--- src/rtl/tp84_video_pkg.sv ---
// Default scan timing for the TP84 video board and the shared 9-bit counter type.
// The TP84_FLIP_DEFER_EN build option is consumed by tp84_scan_flip_ctrl.
package tp84_video_pkg;

  localparam int H_TOTAL   = 384;
  localparam int V_TOTAL   = 264;
  localparam int HBL_START = 256;
  localparam int VBL_START = 240;
  localparam int VBL_END   = 16;
  localparam int HS_START  = 304;
  localparam int HS_LEN    = 32;
  localparam int VS_START  = 248;
  localparam int VS_LEN    = 8;

  typedef logic [8:0] cnt9_t;

endpackage

--- src/rtl/tp84_vblank_irq.sv ---
// Vblank interrupt latch: enable-low clears, vblank-start sets, CPU ack clears.
module tp84_vblank_irq (
  input  logic clk_49m,
  input  logic reset,
  input  logic i_irq_en,
  input  logic i_set,
  input  logic i_ack,
  output logic o_irq_n
);

  // Set outranks ack so an ack landing on the vblank-start edge cannot lose the new request.
  always_ff @(posedge clk_49m) begin
    if (reset)          o_irq_n <= 1'b1;
    else if (!i_irq_en) o_irq_n <= 1'b1;
    else if (i_set)     o_irq_n <= 1'b0;
    else if (i_ack)     o_irq_n <= 1'b1;
  end

endmodule

--- src/rtl/tp84_scan_flip_ctrl.sv ---
// Scan counters, blanking/sync, vblank IRQ and XOR screen flip for the TP84 video board.
// Define TP84_FLIP_DEFER_EN to hold flip changes until vblank start; otherwise flip follows each dot tick.
module tp84_scan_flip_ctrl
  import tp84_video_pkg::cnt9_t;
#(
  parameter int H_TOTAL   = tp84_video_pkg::H_TOTAL,
  parameter int V_TOTAL   = tp84_video_pkg::V_TOTAL,
  parameter int HBL_START = tp84_video_pkg::HBL_START,
  parameter int VBL_START = tp84_video_pkg::VBL_START,
  parameter int VBL_END   = tp84_video_pkg::VBL_END,
  parameter int HS_START  = tp84_video_pkg::HS_START,
  parameter int HS_LEN    = tp84_video_pkg::HS_LEN,
  parameter int VS_START  = tp84_video_pkg::VS_START,
  parameter int VS_LEN    = tp84_video_pkg::VS_LEN
) (
  input  logic       clk_49m,
  input  logic       reset,
  input  logic       cen_6m,
  input  logic       flip_in,
  input  logic       irq_en,
  input  logic       irq_ack,
  output cnt9_t      h_cnt,
  output cnt9_t      v_cnt,
  output logic [7:0] h_flip,
  output logic [7:0] v_flip,
  output logic       flip_active,
  output logic       hblank,
  output logic       vblank,
  output logic       hsync_n,
  output logic       vsync_n,
  output logic       irq_n,
  output logic       frame_start
);

  localparam cnt9_t H_LAST    = cnt9_t'(H_TOTAL - 1);
  localparam cnt9_t V_LAST    = cnt9_t'(V_TOTAL - 1);
  localparam cnt9_t V_PRE_VBL = cnt9_t'(VBL_START - 1);
  localparam cnt9_t HBL_FIRST = cnt9_t'(HBL_START);
  localparam cnt9_t VBL_FIRST = cnt9_t'(VBL_START);
  localparam cnt9_t VBL_STOP  = cnt9_t'(VBL_END);
  localparam cnt9_t HS_FIRST  = cnt9_t'(HS_START);
  localparam cnt9_t HS_STOP   = cnt9_t'(HS_START + HS_LEN);
  localparam cnt9_t VS_FIRST  = cnt9_t'(VS_START);
  localparam cnt9_t VS_STOP   = cnt9_t'(VS_START + VS_LEN);

  cnt9_t w_h_nxt;
  cnt9_t w_v_nxt;
  logic  w_h_wrap;
  logic  w_commit;
  logic  w_flip_nxt;

  // Outputs are decoded from the next counter values so every registered output
  // matches the counters it is presented with.
  always_comb begin
    // NOTE: every combinational output is given a default first so no latch is inferred.
    w_h_nxt    = h_cnt;
    w_v_nxt    = v_cnt;
    w_h_wrap   = (h_cnt == H_LAST);
    w_commit   = cen_6m && w_h_wrap && (v_cnt == V_PRE_VBL);
    w_flip_nxt = flip_active;

    if (cen_6m) begin
      w_h_nxt = w_h_wrap ? '0 : h_cnt + 9'd1;
      if (w_h_wrap) w_v_nxt = (v_cnt == V_LAST) ? '0 : v_cnt + 9'd1;
    end

`ifdef TP84_FLIP_DEFER_EN
    if (w_commit) w_flip_nxt = flip_in;
`else
    if (cen_6m) w_flip_nxt = flip_in;
`endif
  end

  always_ff @(posedge clk_49m) begin
    // NOTE: state uses non-blocking assignments so every register samples pre-edge values.
    if (reset) begin
      h_cnt       <= '0;
      v_cnt       <= '0;
      h_flip      <= '0;
      v_flip      <= '0;
      flip_active <= 1'b0;
      hblank      <= 1'b0;
      vblank      <= 1'b1;
      hsync_n     <= 1'b1;
      vsync_n     <= 1'b1;
      frame_start <= 1'b0;
    end else begin
      h_cnt       <= w_h_nxt;
      v_cnt       <= w_v_nxt;
      h_flip      <= w_h_nxt[7:0] ^ {8{w_flip_nxt}};
      v_flip      <= w_v_nxt[7:0] ^ {8{w_flip_nxt}};
      flip_active <= w_flip_nxt;
      hblank      <= (w_h_nxt >= HBL_FIRST);
      vblank      <= (w_v_nxt >= VBL_FIRST) || (w_v_nxt < VBL_STOP);
      hsync_n     <= !((w_h_nxt >= HS_FIRST) && (w_h_nxt < HS_STOP));
      vsync_n     <= !((w_v_nxt >= VS_FIRST) && (w_v_nxt < VS_STOP));
      frame_start <= w_commit;
    end
  end

  tp84_vblank_irq u_irq (
    .clk_49m  (clk_49m),
    .reset    (reset),
    .i_irq_en (irq_en),
    .i_set    (w_commit),
    .i_ack    (irq_ack),
    .o_irq_n  (irq_n)
  );

endmodule

--- config.mk ---
export PLATFORM = sky130hd
export DESIGN_NAME = tp84_scan_flip_ctrl
export DESIGN_NICKNAME = d
export VERILOG_FILES = /design/src/rtl/tp84_video_pkg.sv /design/src/rtl/tp84_vblank_irq.sv /design/src/rtl/tp84_scan_flip_ctrl.sv
export SDC_FILE = /design/constraint.sdc
export NUM_CORES = 1
export LEC_CHECK = 0
export ABC_AREA = 1
export BUFFER_PORTS_ARGS = -buffer_cell sky130_fd_sc_hd__buf_2
export CAP_MARGIN = 20
export CORE_ASPECT_RATIO = 1.1
export CORE_UTILIZATION = 38
export CTS_BUF_LIST = sky130_fd_sc_hd__clkbuf_4 sky130_fd_sc_hd__clkbuf_8
export CTS_CLUSTER_SIZE = 25
export DETAILED_ROUTE_END_ITERATION = 8
export HOLD_SLACK_MARGIN = 0.06
export SETUP_SLACK_MARGIN = 0.1
export SLEW_MARGIN = 20
export SYNTH_ARGS = -nofsm -noshare
export SYNTH_HDL_FRONTEND = slang
export SYNTH_SLANG_ARGS = --single-unit
--- constraint.sdc ---
create_clock -name clk_49m -period 2.1 [get_ports clk_49m]
set_input_delay 0.42 -clock clk_49m [delete_from_list [all_inputs] [get_ports clk_49m]]
set_output_delay 0.42 -clock clk_49m [all_outputs]
set_load 0.05 [all_outputs]
### Yosys cells after proc, flatten, opt, wreduce, memory -nomap -nowiden

Index checks and enable logic that the tools add are counted.

| word-level totals | value |
|---|---|
| RAM bits | 0 |
| input bits | 6 |
| output and inout port bits | 41 |
| ROM bits | 0 |
| logic and storage cells | 43 |
| latch bits | 0 |
| memories | 0 |
| bits in registers | 41 |

| cells by class | value |
|---|---|
| bitwise gates (word level) | 3 |
| magnitude comparators | 7 |
| reductions and logical operators | 9 |
| shift operators | 0 |
| multipliers | 0 |
| div/mod/pow operators | 0 |
| mux-type cells | 8 |
| add/sub/neg operators | 2 |
| equality and inequality tests | 3 |

Operators by type and width:

| kind | number |
|---|---|
| 2-to-1 mux 9 bit | 5 |
| adder 9 x 1 -> 9 bit (second input constant) | 2 |
| == test 9 bit (second input constant) | 2 |
| >= comparator 9 x 8 -> 1 bit (second input constant) | 2 |
| >= comparator 9 bit (second input constant) | 2 |
| < comparator 9 bit (second input constant) | 2 |
| bitwise XOR 8 bit | 2 |
| == test 9 x 8 -> 1 bit (second input constant) | 1 |
| < comparator 9 x 5 -> 1 bit (second input constant) | 1 |
| logical AND 1 bit | 4 |
| 2-to-1 mux 1 bit | 3 |
| zero test 1 bit | 2 |
| nonzero test 2 bit | 1 |
| OR reduction 2 bit | 1 |
| logical OR 1 bit | 1 |
| inverter 1 bit | 1 |

### Depth between registers and ports, before layout

| logic depth | value |
|---|---|
| word-level depth | 7 |
| depth in mapped cells | 12 |
| gate-level depth less buffers | 11 |

### Hierarchy

A second synthesis with hierarchy kept.

| unflattened totals | value |
|---|---|
| cell total of the unflattened synthesis | 244 |
| area total of the unflattened synthesis | 1864.3 µm² |

Modules (own cells, without submodules):

| module | times used | area an instance (µm²) | sequential area each (µm²) | cells an instance |
|---|---|---|---|---|
| tp84_scan_flip_ctrl | 1 | 1824.2 | 800.8 | 238 |
| tp84_vblank_irq | 1 | 40.0 | 20.0 | 6 |

### Worst setup path before layout

No wires, ideal clock.

| timing | value |
|---|---|
| path kind | register to register |
| start point | register v_cnt[0] |
| end point | register vblank |
| data arrival time | 1827 ps |
| cell stages (with the launch flop) | 12 |
| data required time | 1986 ps |
| setup time | 114 ps |
| period minus slack after synthesis | 1941 ps |
| slack | 159 ps |
| buffers on the path | 0 |
| path through | dfxtp_1 -> ha_1 -> nand2_1 -> nor2_1 -> nand2_1 -> xnor2_1 -> nand2_1 -> nand2_1 -> inv_1 -> nand2_1 -> nor2_1 -> nand2_1 |

| on the way | value |
|---|---|
| cells in the longest elaborated chain, start to end | 6 |
| elaborated cells on any way between the ends | 8 |
| classes of those cells | 1 x add/sub; 2 x order compare; 1 x eq/ne; 3 x mux; 1 x reduce/logical |

RTL lines:

| item | line | RTL |
|---|---|---|
| start: declaration | tp84_scan_flip_ctrl.sv:23 | `output cnt9_t v_cnt,` |
| start signal: assignment | tp84_scan_flip_ctrl.sv:89 | `v_cnt <= w_v_nxt;` |
| adder 9 x 1 -> 9 bit or == test 9 bit (tied branches) | tp84_scan_flip_ctrl.sv:64 | `if (w_h_wrap) w_v_nxt = (v_cnt == V_LAST) ? '0 : v_cnt + 9'd1;` |
| 2-to-1 mux 9 bit (2 in series) | tp84_scan_flip_ctrl.sv:64 |  |
| 2-to-1 mux 9 bit (*) | tp84_scan_flip_ctrl.sv:62 | `if (cen_6m) begin` |
| >= comparator 9 x 8 -> 1 bit or < comparator 9 x 5 -> 1 bit (tied branches) | tp84_scan_flip_ctrl.sv:94 | `vblank <= (w_v_nxt >= VBL_FIRST) \|\| (w_v_nxt < VBL_STOP);` |
| logical OR 1 bit (*) | tp84_scan_flip_ctrl.sv:94 |  |
| end signal: assignment | tp84_scan_flip_ctrl.sv:94 |  |
| end: declaration | tp84_scan_flip_ctrl.sv:28 | `output logic vblank,` |

Mark *: on every way between the ends. The rest lies on a longest branch, timed or not.
A chain may end at the register's enable or synchronous reset.

### Final worst setup path

| timing | value |
|---|---|
| start point | register h_cnt[0] |
| end point | register hsync_n |

| on the way | value |
|---|---|
| cells in the longest elaborated chain, start to end | 6 |
| elaborated cells on any way between the ends | 8 |
| classes of those cells | 1 x add/sub; 2 x order compare; 1 x eq/ne; 2 x mux; 2 x reduce/logical |

RTL lines:

| item | line | RTL |
|---|---|---|
| start: declaration | tp84_scan_flip_ctrl.sv:22 | `output cnt9_t h_cnt,` |
| start signal: assignment | tp84_scan_flip_ctrl.sv:88 | `h_cnt <= w_h_nxt;` |
| adder 9 x 1 -> 9 bit or == test 9 bit (tied branches) | tp84_scan_flip_ctrl.sv:63, tp84_scan_flip_ctrl.sv:58 |  |
| 2-to-1 mux 9 bit | tp84_scan_flip_ctrl.sv:63 | `w_h_nxt = w_h_wrap ? '0 : h_cnt + 9'd1;` |
| 2-to-1 mux 9 bit (*) | tp84_scan_flip_ctrl.sv:62 |  |
| >= comparator 9 bit or < comparator 9 bit (tied branches) | tp84_scan_flip_ctrl.sv:95 | `hsync_n <= !((w_h_nxt >= HS_FIRST) && (w_h_nxt < HS_STOP));` |
| logical AND 1 bit (*) | tp84_scan_flip_ctrl.sv:95 |  |
| zero test 1 bit (*) | tp84_scan_flip_ctrl.sv:95 |  |
| end signal: assignment | tp84_scan_flip_ctrl.sv:95 |  |
| end: declaration | tp84_scan_flip_ctrl.sv:29 | `output logic hsync_n,` |

Marks and branches as above.

==> reports/results.md <==
| Quantity | Reported | Unit |
|:---|:---|:---|
| Cell class contributing the biggest share of worst-path delay | simple AND/OR/NAND/NOR gates | - |
| Ratio of cells with drive above 1 in the final layout | 26.1 | % |
| Detailed Place HPWL | 3.13 | mm |
| Worst reg2reg startpoint | h_cnt[0] | - |
| Number of placement rows | 26 | - |
| Fmax achieved | 0.576 | GHz |
| Routability congestion estimate from global placement | 0.894 | - |
| Post-placement cell count | 350 | - |
| Detailed-route vias per instance | 4.71 | - |
| LEAKAGE | 1.09 | nW |
| Post-route minimum period | 1.74 | ns |
| Clk_skew | 0.00645 | ns |
| Share of Yosys cell area claimed by the top area cell type | 44.8 | % |
| Fin. max-slew vios | 0 | - |
| CTS clock-pin slew for the worst setup and hold paths | 0.08 | ns |
| Mean instance size in the synthesized netlist | 7.30 | sq um |
| Share of flip-flops with an asynchronous set or reset after synthesis | 0 | % |
| Leading cell type by number of instances after synthesis | nand2_1 | - |
| Unrepaired setup endpoints after global routing | no | - |
| Cell repeated most along the worst path | nand2_1 | - |
| Final Hold Violating Endpoints | 0 | - |
| Maximum fanout along the worst path | 4 | - |
| Total congestion overflow | 0 | - |
| Path type of the worst setup path | reg -> reg | - |
| Power density over the cells | 681 | nW/um^2 |
| Drt wl/cell | 11.5 | um |
| Floorplan die area | 5100 | sq um |
| Delay of the slowest cell on the worst path | 0.38 | ns |
| Pin slew with the least headroom to its limit | 0.456 | ns |
| Layout Utilization | 48.3 | % |
| End point of the critical path | hsync_n | - |
| Hold-fix buffers at CTS | 0 | - |
| Worst Setup End Kind | flop | - |
| Mapped Nets | 259 | - |
| Cell type with the highest aggregate area in the netlist | dfxtp_1 | - |
| Setup violators final | 0 | - |
| Height of the die | 74.8 | um |
| Initial Util | 39.4 | % |
| Peak VDD IR | 0.340 | mV |
| Clk buf depth | 2 | - |
| Setup crit start | h_cnt[0] | - |
| Clock latency on the worst-skew pair | 0.29 | ns |
| Total vias in the final route | 1705 | - |
| Clock tree from TritonCTS | built | - |
| Number of buffers added on ports | 46 | - |
| Worst slew slack as a fraction of its limit | 69.6 | % |
| Worst-path cell chain | ha_1, nand2_2, nor2_2, nand2_1, xor2_1, inv_1, nand3_1, o21ai_0, nand2_1 | - |
| Maximum Capacitance Violations | 0 | - |
| Reg-to-Reg End | hsync_n | - |
| Type of origin of the critical path | flop | - |
| Total number of clock tree sinks | 41 | - |
| Area of the core region | 4650 | sq um |
| Combined buffer and inverter count along the critical path | 1 | - |
| Arrival time at the worst endpoint | 1.92 | ns |
| Antenna violations before repair | 0 | - |
| List of most frequent post-synthesis cells | nand2_1 (65), dfxtp_1 (41), nor2_1 (38) | - |
| Setup slack after layout | 0.364 | ns |
| Largest net degree at the start of global routing | 22 | - |
| Most used flip-flop cell after synthesis | dfxtp_1 | - |
| Share of the yosys chip area belonging to registers | 44.8 | % |
| Die width | 68.2 | um |
| Cell area after technology mapping | 1830 | sq um |
| Non-filler instance count after layout | 362 | - |
| Total I/O pin count | 47 | - |
| Antenna Cells | 0 | - |
| Path class of the lowest-slack min-delay path | in -> reg | - |
| Final period utilization | 82.7 | % |
| Main area contributors after synthesis | dfxtp_1 (45%), nand2_1 (13%), nor2_1 (7.8%) | - |
| Logic depth of the worst register-to-register path | 9 | - |
| Post-route total power | 0.00153 | W |
| CTS H-Tree Depth | 2 | - |
| Synthesis-stage register bit count | 41 | - |
| Pre-antenna DRT Iters | 4 | - |
| DRC Markers | 0 | - |
| EDFF count, synth | 0 | - |
| Wire length of the first global-routing pass | 6.58 | mm |
| Starting DRC count in detailed routing | 63 | - |
| Number of cells on the critical path | 9 | - |
| Number of global-route vias before repair | 1450 | - |
| GRT Resource Usage Total | 17.8 | % |
| Cell with the largest stage delay on the worst path | dfxtp_1 | - |
| Worst Path Required | 2.28 | ns |
| Buffer type at the clock tree root | clkbuf_8 | - |
| Area growth from synthesis to layout | 22.6 | % |
| Number of buffers created by CTS | 5 | - |
| Final net count | 314 | - |
| Ys Warns | 0 | - |
| Synthesized instance count | 251 | - |
| Status | finished clean | - |
| Remaining antenna violation count after routing | 0 | - |
| Netlist cell types | 32 | - |
| Setup slack at placement | 0.190 | ns |
| Worst setup slack for register-to-register paths | 0.36 | ns |
| Wirelength, routed | 4.16 | mm |
| TNS Setup | 0 | ns |
kinds of logic after synthesis:
| family | count (synthesis) | synth area share (%) |
|---|---|---|
| xor gates and xnor gates | 3 | 1.43 |
| muxes | 1 | 0.546 |
| and+or+nand+nor | 140 | 34.8 |
| buffers and inverters | 33 | 7.51 |
| DFF | 41 | 44.8 |
| AOI/OAI and AO/OA | 31 | 9.49 |
| adders and majority gates | 2 | 1.37 |
routing by layer:
layer,vias up,part of all wire [%],GRT usage [%]
li1,904,-,-
met1,731,47,22.3
met2,55,44,26.8
met3,15,5.8,5.30
met4,0,3.5,10.9
met5,-,0,0
where the power goes:
| part | switching, W | internal (W) | total, W |
|---|---|---|---|
| registers | 0.00000810 | 0.000805 | 0.000813 |
| logic | 0.000151 | 0.0000405 | 0.000192 |
| clock network | 0.000252 | 0.000274 | 0.000525 |
placed cells by master (no fill, tap or decap):
cell / instances
nand2_1: 65
buf_2: 46
dfxtp_1: 41
nor2_1: 37
inv_1: 26
o21ai_0: 19
nand3_1: 15
nand2_2: 6
clkbuf_8: 6
buf_4: 6
a21oi_1: 5
nand4_1: 3
inv_2: 2
o21ai_2: 2
a21oi_2: 2
nor2_4: 2
nor2_2: 2
xor2_1: 2
nand3b_1: 2
nand3_2: 2
o21ai_1: 2
ha_1: 2
nand4_4: 1
clkinv_4: 1
or2_1: 1
nor3_1: 1
mux2i_1: 1
nand2_4: 1
xnor2_1: 1
and2_1: 1
nor4_1: 1
o22a_1: 1
clkbuf_4: 1
flip-flops by register name (all words and copies together) (netlist names), 8 cells and up:
name and cells:
v_flip 8, h_flip 8, v_cnt 9, h_cnt 9
per-stage QoR:
| step | hold slack, ns | instance area, sq um |
|---|---|---|
| after floorplan | 0.505 | 1830 |
| after global placement | 0.485 | 2120 |
| after detailed placement | 0.474 | 2120 |
| after CTS | 0.313 | 2210 |
| after global routing | 0.324 | 2250 |
| final | 0.319 | 2250 |
what timing repair did:
action,4_1_cts,5_1_grt
setup buffers,0,5
endpoints found under the setup margin,0,3
resized for setup,0,1
how the worst min path moves through the flow:
stage	start	end	slack [ns]	depth (start not counted)
after global routing	irq_en	u_irq.o_irq_n	0.32	2
after CTS	irq_en	u_irq.o_irq_n	0.31	2
after detailed placement	u_irq.o_irq_n	u_irq.o_irq_n	0.47	2
after global placement	u_irq.o_irq_n	u_irq.o_irq_n	0.48	2
after floorplan	irq_en	u_irq.o_irq_n	0.50	1
final	irq_en	u_irq.o_irq_n	0.32	2
area by class of cell:
class	count	area, sq um
sequential	41	821
timing repair buffer	52	275
clock buffer	7	90.1
tap	56	70.1
inverter	29	114
fill	485	2410
multi-input combinational	177	876
(Power assumes the default switching activity.)
